===== src/rtl/serial_adder_sub_pkg.sv =====
// ---------------------------------------------------------------------------
// serial_adder_pkg: FSM encoding and counter sizing for serial_adder_sub.
// Rev 1.0
// ---------------------------------------------------------------------------
`default_nettype none

package serial_adder_pkg;

  typedef enum logic [1:0] {
    IDLE = 2'd0,
    RUN  = 2'd1,
    DONE = 2'd2
  } state_e;

  // Counter must be able to hold the value WIDTH.
  function automatic int cnt_width(input int width);
    return $clog2(width + 1);
  endfunction

endpackage

`default_nettype wire


===== src/rtl/serial_adder_sub_if.sv =====
// ---------------------------------------------------------------------------
// serial_adder_sub_if: start/busy/done handshake and operand/result bus.
// Rev 1.0
// ---------------------------------------------------------------------------
`default_nettype none

interface serial_adder_sub_if #(
  parameter int WIDTH = 8
) ();

  logic             start;
  logic             sub;
  logic [WIDTH-1:0] a;
  logic [WIDTH-1:0] b;
  logic             busy;
  logic             done;
  logic [WIDTH-1:0] sum;
  logic             cout;
  logic             ovf;

  modport master (
    output start, sub, a, b,
    input  busy, done, sum, cout, ovf
  );

  modport slave (
    input  start, sub, a, b,
    output busy, done, sum, cout, ovf
  );

endinterface

`default_nettype wire


===== src/rtl/serial_adder_sub_fa_cell.sv =====
// ---------------------------------------------------------------------------
// serial_fa_cell: combinational 1-bit full adder.
// Rev 1.0
// ---------------------------------------------------------------------------
`default_nettype none

module serial_fa_cell (
  input  wire logic x,
  input  wire logic y,
  input  wire logic cin,
  output logic      s,
  output logic      cout
);

  assign s    = x ^ y ^ cin;
  assign cout = (x & y) | (x & cin) | (y & cin);

endmodule

`default_nettype wire


===== src/rtl/serial_adder_sub.sv =====
// ---------------------------------------------------------------------------
// serial_adder_sub: bit-serial WIDTH-bit adder/subtractor, LSB first.
// Rev 1.0
// ---------------------------------------------------------------------------
`default_nettype none

module serial_adder_sub
  import serial_adder_pkg::*;
#(
  parameter int WIDTH = 8
) (
  input  wire logic          clk,
  input  wire logic          rst_n,
  serial_adder_sub_if.slave  bus
);

  localparam int                CNT_W = cnt_width(WIDTH);
  localparam logic [CNT_W-1:0]  LAST  = CNT_W'(WIDTH - 1);

  state_e             state_q, state_d;
  logic [WIDTH-1:0]   a_q, a_d;
  logic [WIDTH-1:0]   b_q, b_d;
  logic [WIDTH-1:0]   res_q, res_d;
  logic               c_q, c_d;
  logic [CNT_W-1:0]   cnt_q, cnt_d;
  logic [WIDTH-1:0]   sum_q, sum_d;
  logic               cout_q, cout_d;
  logic               ovf_q, ovf_d;
  logic               fa_s, fa_c;

  serial_fa_cell u_fa (
    .x    (a_q[0]),
    .y    (b_q[0]),
    .cin  (c_q),
    .s    (fa_s),
    .cout (fa_c)
  );

  always_ff @(posedge clk) begin
    if (!rst_n) begin
      state_q <= IDLE;
      a_q     <= '0;
      b_q     <= '0;
      res_q   <= '0;
      c_q     <= 1'b0;
      cnt_q   <= '0;
      sum_q   <= '0;
      cout_q  <= 1'b0;
      ovf_q   <= 1'b0;
    end else begin
      state_q <= state_d;
      a_q     <= a_d;
      b_q     <= b_d;
      res_q   <= res_d;
      c_q     <= c_d;
      cnt_q   <= cnt_d;
      sum_q   <= sum_d;
      cout_q  <= cout_d;
      ovf_q   <= ovf_d;
    end
  end

  always_comb begin
    state_d = state_q;
    a_d     = a_q;
    b_d     = b_q;
    res_d   = res_q;
    c_d     = c_q;
    cnt_d   = cnt_q;
    sum_d   = sum_q;
    cout_d  = cout_q;
    ovf_d   = ovf_q;

    case (state_q)
      IDLE: begin
        if (bus.start) begin
          // Subtraction is a + ~b + 1: the +1 enters as the initial carry.
          a_d     = bus.a;
          b_d     = bus.sub ? ~bus.b : bus.b;
          c_d     = bus.sub;
          cnt_d   = '0;
          res_d   = '0;
          state_d = RUN;
        end
      end
      RUN: begin
        a_d   = {1'b0, a_q[WIDTH-1:1]};
        b_d   = {1'b0, b_q[WIDTH-1:1]};
        c_d   = fa_c;
        res_d = {fa_s, res_q[WIDTH-1:1]};
        cnt_d = cnt_q + CNT_W'(1);
        if (cnt_q == LAST) begin
          // c_q is the carry into the MSB at this point.
          sum_d   = {fa_s, res_q[WIDTH-1:1]};
          cout_d  = fa_c;
          ovf_d   = c_q ^ fa_c;
          state_d = DONE;
        end
      end
      DONE:    state_d = IDLE;
      default: state_d = IDLE;
    endcase
  end

  assign bus.busy = (state_q != IDLE);
  assign bus.done = (state_q == DONE);
  assign bus.sum  = sum_q;
  assign bus.cout = cout_q;
  assign bus.ovf  = ovf_q;

endmodule

`default_nettype wire

===== src/flat_wrapper.sv =====
// flat-port wrapper written by rule: the top's interface ports become plain ports
module serial_adder_sub_flat import serial_adder_pkg::*;
#(
  parameter int WIDTH = 8
)
  (clk, rst_n, bus_start, bus_sub, bus_a, bus_b, bus_busy, bus_done, bus_sum, bus_cout, bus_ovf);
  serial_adder_sub_if #(.WIDTH(WIDTH)) bus_i ();
  input  wire logic clk;
  input  wire logic rst_n;
  input wire logic [$bits(bus_i.start)-1:0] bus_start;
  input wire logic [$bits(bus_i.sub)-1:0] bus_sub;
  input wire logic [$bits(bus_i.a)-1:0] bus_a;
  input wire logic [$bits(bus_i.b)-1:0] bus_b;
  output wire logic [$bits(bus_i.busy)-1:0] bus_busy;
  output wire logic [$bits(bus_i.done)-1:0] bus_done;
  output wire logic [$bits(bus_i.sum)-1:0] bus_sum;
  output wire logic [$bits(bus_i.cout)-1:0] bus_cout;
  output wire logic [$bits(bus_i.ovf)-1:0] bus_ovf;
  assign bus_i.start = bus_start;
  assign bus_i.sub = bus_sub;
  assign bus_i.a = bus_a;
  assign bus_i.b = bus_b;
  assign bus_busy = bus_i.busy;
  assign bus_done = bus_i.done;
  assign bus_sum = bus_i.sum;
  assign bus_cout = bus_i.cout;
  assign bus_ovf = bus_i.ovf;
  serial_adder_sub #(.WIDTH(WIDTH)) u_core (.clk(clk), .rst_n(rst_n), .bus(bus_i));
endmodule

===== config.mk =====
export PLATFORM = sky130hd
export DESIGN_NAME = serial_adder_sub_flat
export DESIGN_NICKNAME = d
export VERILOG_FILES = /design/src/rtl/serial_adder_sub_pkg.sv /design/src/rtl/serial_adder_sub_if.sv /design/src/rtl/serial_adder_sub_fa_cell.sv /design/src/rtl/serial_adder_sub.sv /design/src/flat_wrapper.sv
export SDC_FILE = /design/constraint.sdc
export NUM_CORES = 1
export LEC_CHECK = 0
export BUFFER_PORTS_ARGS = -buffer_cell sky130_fd_sc_hd__buf_2
export CORE_UTILIZATION = 50
export DETAILED_ROUTE_END_ITERATION = 16
export PLACE_DENSITY = 0.72
export SLEW_MARGIN = 20
export SYNTH_ARGS = -nofsm -noshare
export SYNTH_HDL_FRONTEND = slang
export SYNTH_SLANG_ARGS = --single-unit
export TNS_END_PERCENT = 1

===== constraint.sdc =====
create_clock -name clk -period 4.01 [get_ports clk]
set_input_delay 0.802 -clock clk [delete_from_list [all_inputs] [get_ports clk]]
set_output_delay 0.802 -clock clk [all_outputs]
set_load 0.01 [all_outputs]

# Yosys cells after proc, flatten, opt, wreduce, memory -nomap -nowiden
# Cells that the tools add are included.
# op_classes
n_eq_ne	5
add_sub_neg	1
n_reduce_logical	6
mux	14
bitwise	9
# ops
operator	count
$pmux 8 s2	3
$mux 8	4
$not 8->8	1
$pmux 4 s2	1
$reduce_and 2->1	3
$add 4x1->4 const B	1
$eq 4x3->1 const B	1
$mux 2	2
$mux 4	1
$pmux 2 s2	1
$reduce_bool 2->1	2
$and 1x1->1	3
$xor 1x1->1	3
$eq 2x1->1 const B	1
$eq 2x2->1 const B	1
$logic_not 2->1	1
$ne 2x1->1 const B	1
$ne 2x2->1 const B	1
$or 1x1->1	2
$pmux 1 s2	1
$mux 1	1
# word_totals
register_bits	41
out_inout_bits	12
in_bits	20

# Logic depth before layout (Yosys ltp)
# Gate-level depths: netlist of the first run.
# depth
word_depth	4
ltp_mapped	6
mapped_depth_nobuf	4

# By module
# A second synthesis of the first run with hierarchy kept.
# hier_totals
hier_cells	190
area_unflattened_um2	1803.0
# by_module_without_submodules
mod	cells_each	area_per_inst_um2	instances
serial_adder_sub	189	1783.0	1
serial_fa_cell	1	20.0	1

# Worst setup path after synthesis of the first run
# No wires, ideal clock.
# synth_path
path_type	in2reg
startpoint	input port bus_start
endpoint	register u_core.a_q[1]
slack_ps	2262
t_arrival_ps	1626
stages	6
path_buffers	3
cell_sequence	buf_6 > o21ba_2 > buf_6 > nor2b_4 > buf_6 > a221o_1
# synth_via
elab_chain_cells	2
# synth_rtl
item	line_no	text
start, declared	flat_wrapper.sv:10	input wire logic [$bits(bus_i.start)-1:0] bus_start;
$ne 2x2->1 (no line)	n/a	
$reduce_and 2->1 (no line)	n/a	
end signal, assigned	serial_adder_sub.sv:42	a_q <= '0;
end signal, assigned	serial_adder_sub.sv:52	a_q <= a_d;
end, declared	serial_adder_sub.sv:21	logic [WIDTH-1:0] a_q, a_d;
# No other way between the ends.
# A chain may end at the register's enable or synchronous reset.

# Final worst setup path of the first run
# layout_path
startpoint	register u_core.state_q[0]
endpoint	output port bus_busy
# layout_via
elab_chain_cells	1
# layout_rtl
item	line_no	text
start, declared	serial_adder_sub.sv:20	state_e state_q, state_d;
start signal, assigned	serial_adder_sub.sv:51	state_q <= state_d;
$reduce_bool 2->1	serial_adder_sub.sv:105	assign bus.busy = (state_q != IDLE);
end, declared	flat_wrapper.sv:14	output wire logic [$bits(bus_i.busy)-1:0] bus_busy;
# No other way between the ends.

==> results of run 1 <==
-- how the worst max path moves through the flow --
stage | start | to | slack, ns | cells after the start
3_5_place_dp | rst_n | u_core.cnt_q[3] | 1.67 | 4
5_1_grt | u_core.state_q[0] | bus_busy | 1.70 | 2
2_1_floorplan | bus_start | u_core.a_q[1] | 2.26 | 6
4_1_cts | u_core.state_q[0] | bus_busy | 1.79 | 2
6_report | u_core.state_q[0] | bus_busy | 1.76 | 2
3_3_place_gp | rst_n | u_core.cnt_q[3] | 1.72 | 4
-- Yosys cell counts (all sizes together) (2+ instances only) --
cell,instances
dfxtp,40
nand2,27
nor2,14
buf,13
a22o,11
mux2i,11
nor2b,9
a221o,8
xnor2,8
a21oi,5
o221a,5
and2,3
o21ai,3
clkbuf,2
nor3b,2
-- layout make-up --
class | instances | area [um^2] | share of cell area, %
inverters | 1 | 3.75 | 0.193
repair buffers | 31 | 155 | 7.98
flip-flops and latches | 40 | 801 | 41.2
well taps | 46 | 57.6 | 2.96
clock buffers | 5 | 37.5 | 1.93
multi-input cells | 121 | 846 | 43.5
clock inverters | 3 | 42.5 | 2.19
-- sequential cells by signal (all words and copies together), names as in the netlist --
signal           count
u_core.cnt_q         4
u_core.c_q           1
u_core.bus.cout      1
u_core.b_q           8
u_core.bus.sum       8
u_core.state_q       2
u_core.res_q         7
u_core.a_q           8
u_core.bus.ovf       1
-- stage by stage --
step,setup WS [ns],cells
finish,1.76,247
global route,1.70,247
CTS,1.79,247
detailed placement,1.67,239
global placement,1.72,239
floorplan,2.26,177
-- report_power, final --
part | switching, uW | internal [uW]
clock network | 134 | 130
logic | 44.9 | 44.0
registers | 18.8 | 417
total | 198 | 591
-- layer usage --
metal,GRT usage (%),vias to the layer above,wire [um],share of wire [%]
met1,25.5,623,1560,48
li1,-,668,-,-
met3,3.78,7,107,3.3
met2,32.3,26,1540,47
met5,0,-,0,0
met4,8.77,0,57,1.7
-- layout by cell type (no fill, tap or decap) --
| cell type | count |
|---|---|
| dfxtp_1 | 40 |
| buf_2 | 31 |
| fa_1 | 1 |
| a21oi_1 | 5 |
| a22o_1 | 11 |
| o21ba_2 | 1 |
| nor2b_1 | 8 |
| nand3_1 | 1 |
| a221o_1 | 8 |
| bufinv_16 | 1 |
| nor2_2 | 1 |
| clkinvlp_4 | 1 |
| mux2i_1 | 11 |
| nor4bb_1 | 1 |
| and3b_1 | 1 |
| nor3b_1 | 2 |
| nor2_1 | 13 |
| o31a_1 | 1 |
| xnor2_1 | 8 |
| and4_1 | 1 |
| a31oi_1 | 1 |
| nand4bb_1 | 1 |
| nor2b_4 | 1 |
| nand2b_1 | 1 |
| inv_1 | 1 |
| xor2_1 | 1 |
| and2_1 | 3 |
| ha_1 | 1 |
| or2_2 | 1 |
| clkbuf_4 | 5 |
| clkinv_2 | 1 |
| o221a_2 | 5 |
| o21ai_0 | 3 |
| nand3b_1 | 1 |
| nand2_1 | 27 |
| a211o_1 | 1 |
-- kinds of logic after synthesis --
family,after synthesis,synth area share [%]
xor gates and xnor gates,9,4.50
buffers and inverters,16,6.07
AOI/OAI and AO/OA,36,17.5
and+or+nand+nor,63,18.1
DFF,40,45.7
adders and majority gates,2,1.86
muxes,11,6.28
-- tightest hold or removal path, delay by kind of cell, from the launching register on --
family	cells	cell delay (ns)
flops	1	0.33
mux	1	0.05
simple gates	1	0.05
==> results.sh, run 1 <==
export IMPL_status="complete, no violations"
export IMPL_die_area_mm2=0.00375
export IMPL_tns_ns=0
export IMPL_worst_setup_path_start_kind="register"
export IMPL_yosys_warnings=0
export IMPL_r2r_slack_ns=2.13
export IMPL_post_route_min_period_ns=2.25
export IMPL_reg2reg_depth=3
export IMPL_nets=222
export IMPL_cts_tree="done"
export IMPL_ctsLongestPathBuffers=2
export IMPL_fill_cells=313
export IMPL_crit_chain="or2_2 -> buf_2"
export IMPL_cts_setup_buffers=0
export IMPL_ys_ff_latch=40
export IMPL_first_pass_iters=4
export IMPL_dp_hpwl_um=2220
export IMPL_avgSynthCellArea_um2=9.90
export IMPL_r2r_start="u_core.state_q[0]"
export IMPL_start_util_pct=52.5
export IMPL_area_growth_pct=10.8
export IMPL_insertedDiodeCount=0
export IMPL_hold_end="u_core.bus.sum[4]"
export IMPL_rr_endpoint="u_core.bus.sum[1]"
export IMPL_worstMarginPinSlew_ns=0.669
export IMPL_clkTransAtPathRegs_ns=0.12
export IMPL_netlist_cell_type_count=35
export IMPL_synth_top_cell_area_share_pct=45.7
export IMPL_clkLatencyLatePin_ns=0.34
export IMPL_hold_slack_ns=0.463
export IMPL_netlist_area_mm2=0.00175
export IMPL_wire_per_inst_um=13.2
export IMPL_vias=1324
export IMPL_relSlewSlack_pct=55.3
export IMPL_synth_nets=199
export IMPL_synth_main_ff_cell="dfxtp_1"
export IMPL_cp_buffers_inverters=1
export IMPL_syn_inst=177
export IMPL_p_total_uw=789
export IMPL_drv_cap=0
export IMPL_drive_gt1_share_pct=23.9
export IMPL_cts_resized=0
export IMPL_fp_dieW_um=61.2
export IMPL_ir_drop_v=0.000195
export IMPL_postLayoutCoreUtil_pct=58.2
export IMPL_hold_class="register to register"
export IMPL_grt_pass1_vias=1220
export IMPL_hold_buffers=0
export IMPL_cts_root_buf="clkbuf_4"
export IMPL_drc=0
export IMPL_design_area_mm2=0.00194
export IMPL_holdPathStages=2
export IMPL_antenna_found_initial=0
export IMPL_cts_sinks=40
export IMPL_final_hold_viol_count=0
export IMPL_cp_arrival_ns=1.44
export IMPL_setup_violations_final=0
export IMPL_synth_edff_count=0
export IMPL_rsz0062_at_grt="no"
export IMPL_ant_nets=0
export IMPL_ctsHtreeMaxLevel=2
export IMPL_cpPeakStageDelay_ns=0.77
export IMPL_totalWireLength_um=3270
export IMPL_num_io_pins=32
export IMPL_drt_iter0_markers=52
export IMPL_avgViaCountPerCell=5.36
export IMPL_min_period_over_period_pct=56.0
export IMPL_setup_worst_path_class="register to output pin"
export IMPL_power_density_mw_per_mm2=406
export IMPL_cp_data_required_time_ns=3.21
export IMPL_die_height_um=61.2
export IMPL_cp_end_kind="output pin"
export IMPL_maxSlewViolCount=0
export IMPL_rows=21
export IMPL_synth_top_cell_by_area="dfxtp_1"
export IMPL_gr_total_overflow=0
export IMPL_cts_made_buffers=5
export IMPL_crit_family="flip-flops"
export IMPL_min_from="u_core.bus.sum[4]"
export IMPL_coreArea_mm2=0.00334
export IMPL_synth_async_sr_flop_share_pct=0
export IMPL_grt_max_degree=36
export IMPL_synth_area_leaders="dfxtp_1, mux2i_1, nand2_1"
export IMPL_portBuffers=31
export IMPL_grt_pass1_wl_um=5380
export IMPL_max_freq_mhz=445
export IMPL_cp_max_fo=23
export IMPL_fin_skew_ns=0.00545
export IMPL_crit_path_top_delay_cell="dfxtp_1"
export IMPL_seq_area_frac_synth_pct=45.7
export IMPL_place_congestion=0.715
export IMPL_leakage_uw=0.000808
export IMPL_postPlaceCellArea_mm2=0.00186
export IMPL_track_usage_pct=19.8
Power figures use the tool's default switching activity.
==> run 2: changes to the inputs <==
- ABC_AREA: unset -> 1
- CORE_UTILIZATION: 50 -> 49
- PLACE_DENSITY: 0.72 -> 0.73
- clock period: 4.01 -> 2 ns (I/O delays scaled with it)
==> run 2 against run 1 <==
Utilization increased by 0.46 points. Worst setup slack got worse by 1.2 ns. Via count increased by 20%. Flip-flop and latch count unchanged. Critical path depth increased by 1. Cell count increased by 37%. Routed wire length increased by 3.5%. Combinational power increased by 110%. Synthesized area decreased by 0.29%. Critical endpoint unchanged.
==> results.sh, run 2 <==
export IMPL_status="complete, no violations"
export IMPL_clkTransAtPathRegs_ns=0.10
export IMPL_wl_met1_um=1510
export IMPL_cp_end_kind="output pin"
export IMPL_cts_root_buf="clkbuf_4"
export IMPL_cts_resized=0
export IMPL_die_height_um=61.7
export IMPL_dp_hpwl_um=2580
export IMPL_max_freq_mhz=688
export IMPL_ys_top_cells_by_count="nand2_1, dfxtp_1, nor2_1"
export IMPL_cp_max_fo=5
export IMPL_layout_commonest_cell="nand2_1"
export IMPL_cp_arrival_ns=1.05
export IMPL_yosys_warnings=0
export IMPL_synth_edff_count=0
export IMPL_ys_ff_latch=40
export IMPL_worstMarginPinSlew_ns=0.420
export IMPL_insertedDiodeCount=0
export IMPL_die_area_mm2=0.00381
export IMPL_place_congestion=0.785
export IMPL_fill_cells=333
export IMPL_cts_tree="done"
export IMPL_post_route_min_period_ns=1.45
export IMPL_coreArea_mm2=0.00339
export IMPL_avgViaCountPerCell=4.72
export IMPL_drt_iter0_markers=58
export IMPL_hold_class="input pin to register"
export IMPL_num_io_pins=32
export IMPL_cts_made_buffers=5
export IMPL_dr_wl_met3_um=111
export IMPL_top_layer="met4"
export IMPL_grt_pass1_wl_um=5240
export IMPL_synth_top_cell_by_area="dfxtp_1"
export IMPL_fin_skew_ns=0.00666
export IMPL_ir_drop_v=0.000343
export IMPL_synth_main_ff_cell="dfxtp_1"
export IMPL_seq_area_frac_synth_pct=45.8
export IMPL_layout_common_cells="nand2_1, dfxtp_1, nor2_1, buf_2, inv_1"
export IMPL_cts_sinks=40
export IMPL_nets=316
export IMPL_netlist_area_mm2=0.00175
export IMPL_wire_per_inst_um=10.0
export IMPL_cts_setup_buffers=0
export IMPL_worst_setup_path_start_kind="register"
export IMPL_netlist_cell_type_count=20
export IMPL_cp_data_required_time_ns=1.60
export IMPL_setup_violations_final=0
export IMPL_vias=1594
export IMPL_totalWireLength_um=3380
export IMPL_rows=21
export IMPL_design_area_mm2=0.00199
export IMPL_avgSynthCellArea_um2=6.72
export IMPL_area_growth_pct=13.8
export IMPL_synth_nets=282
export IMPL_portBuffers=31
export IMPL_yosysMostFrequentCell="nand2_1"
export IMPL_grt_max_degree=20
export IMPL_setup_worst_path_class="register to output pin"
export IMPL_drv_cap=0
export IMPL_rsz0062_at_grt="no"
export IMPL_start_util_pct=51.6
export IMPL_synth_top_cell_area_share_pct=45.8
export IMPL_ctsLongestPathBuffers=2
export IMPL_drc=0
export IMPL_grt_pass1_vias=1330
export IMPL_fp_dieW_um=61.7
export IMPL_ant_nets=0
export IMPL_gr_total_overflow=0
export IMPL_min_period_over_period_pct=72.7
export IMPL_postPlaceCellArea_mm2=0.00195
export IMPL_drive_gt1_share_pct=16.4
export IMPL_track_usage_pct=19.3
export IMPL_final_hold_viol_count=0
export IMPL_synth_area_leaders="dfxtp_1, nand2_1, nor2_1"
export IMPL_maxSlewViolCount=0
export IMPL_ctsHtreeMaxLevel=2
export IMPL_power_density_mw_per_mm2=698
export IMPL_leakage_uw=0.000993
export IMPL_relSlewSlack_pct=71.9
export IMPL_clkLatencyLatePin_ns=0.34
export IMPL_syn_inst=260
export IMPL_first_pass_iters=6
export IMPL_hold_buffers=0
export IMPL_synth_async_sr_flop_share_pct=0
export IMPL_antenna_found_initial=0
export IMPL_dr_wl_met2_um=1740
export IMPL_tns_ns=0
run 2: cell count changes in the layout (fill, tap and decap cells not counted), sizes merged, moves of 7 or more:
cell	before	now
mux2i	11	0
nand3	1	14
nand2	27	105
a22o	11	0
nor2b	9	0
nor2	14	36
a221o	8	0
xnor2	8	1
inv	1	27
run 2: cell type report:
type	instances	area, um^2	share of cell area, %
Timing Repair Buffer	35	185	9.31
Tap cell	46	57.6	2.89
Inverter	27	101	5.09
Sequential cell	40	801	40.3
Multi-Input combinational cell	185	807	40.6
Clock buffer	5	37.5	1.89
run 2: final timing paths:
| check | start | endpoint | slack [ns] | depth (start not counted) |
|---|---|---|---|---|
| worst min-delay path | bus_a[2] | u_core.a_q[2] | 0.24 | 3 |
| worst max register to register | u_core.state_q[0] | u_core.bus.sum[0] | 0.66 | 5 |
| worst max-delay path | u_core.state_q[0] | bus_busy | 0.55 | 3 |
| worst min register to register | u_core.res_q[5] | u_core.bus.sum[4] | 0.46 | 2 |
run 2: worst max-delay path, cell delays in order (launching register included):
cell     delay [ns]
dfxtp_1        0.43
inv_1          0.06
nand2_1        0.09
buf_2          0.13
run 2: cell families (layout without fill, tap and decap cells):
kind of cell / after synthesis / count (layout) / share of synthesized area, %
adder cells (fa/ha/maj): 2 / 2 / 1.86
AO/OA/AOI/OAI: 24 / 24 / 7.44
buffers and inverters: 35 / 67 / 8.02
flip-flops: 40 / 40 / 45.8
AND/OR/NAND/NOR: 155 / 155 / 34.9
XOR/XNOR: 4 / 4 / 2.00
run 2: layer usage:
metal / GRT usage, % / vias up
li1: - / 862
met1: 21.2 / 698
met2: 34.9 / 32
met3: 4.35 / 2
met4: 9.52 / 0
met5: 0 / -
run 2: through the flow:
step | utilization (%) | hold slack (ns) | power [uW] | worst slack [ns] | std cells
after floorplan | - | 0.426 | 1000 | 0.820 | 260
after global placement | 57.6 | 0.447 | 1060 | 0.685 | 333
after detailed placement | 57.6 | 0.449 | 1060 | 0.663 | 333
after global routing | 58.7 | 0.253 | 1460 | 0.465 | 338
final | 58.7 | 0.241 | 1390 | 0.546 | 338
after CTS | 58.7 | 0.241 | 1400 | 0.547 | 338
run 2: report_power, final:
group          total, uW  internal, uW  switching, uW
clock                349           117            231
sequential           852           830           22.3
combinational        187          69.0            118
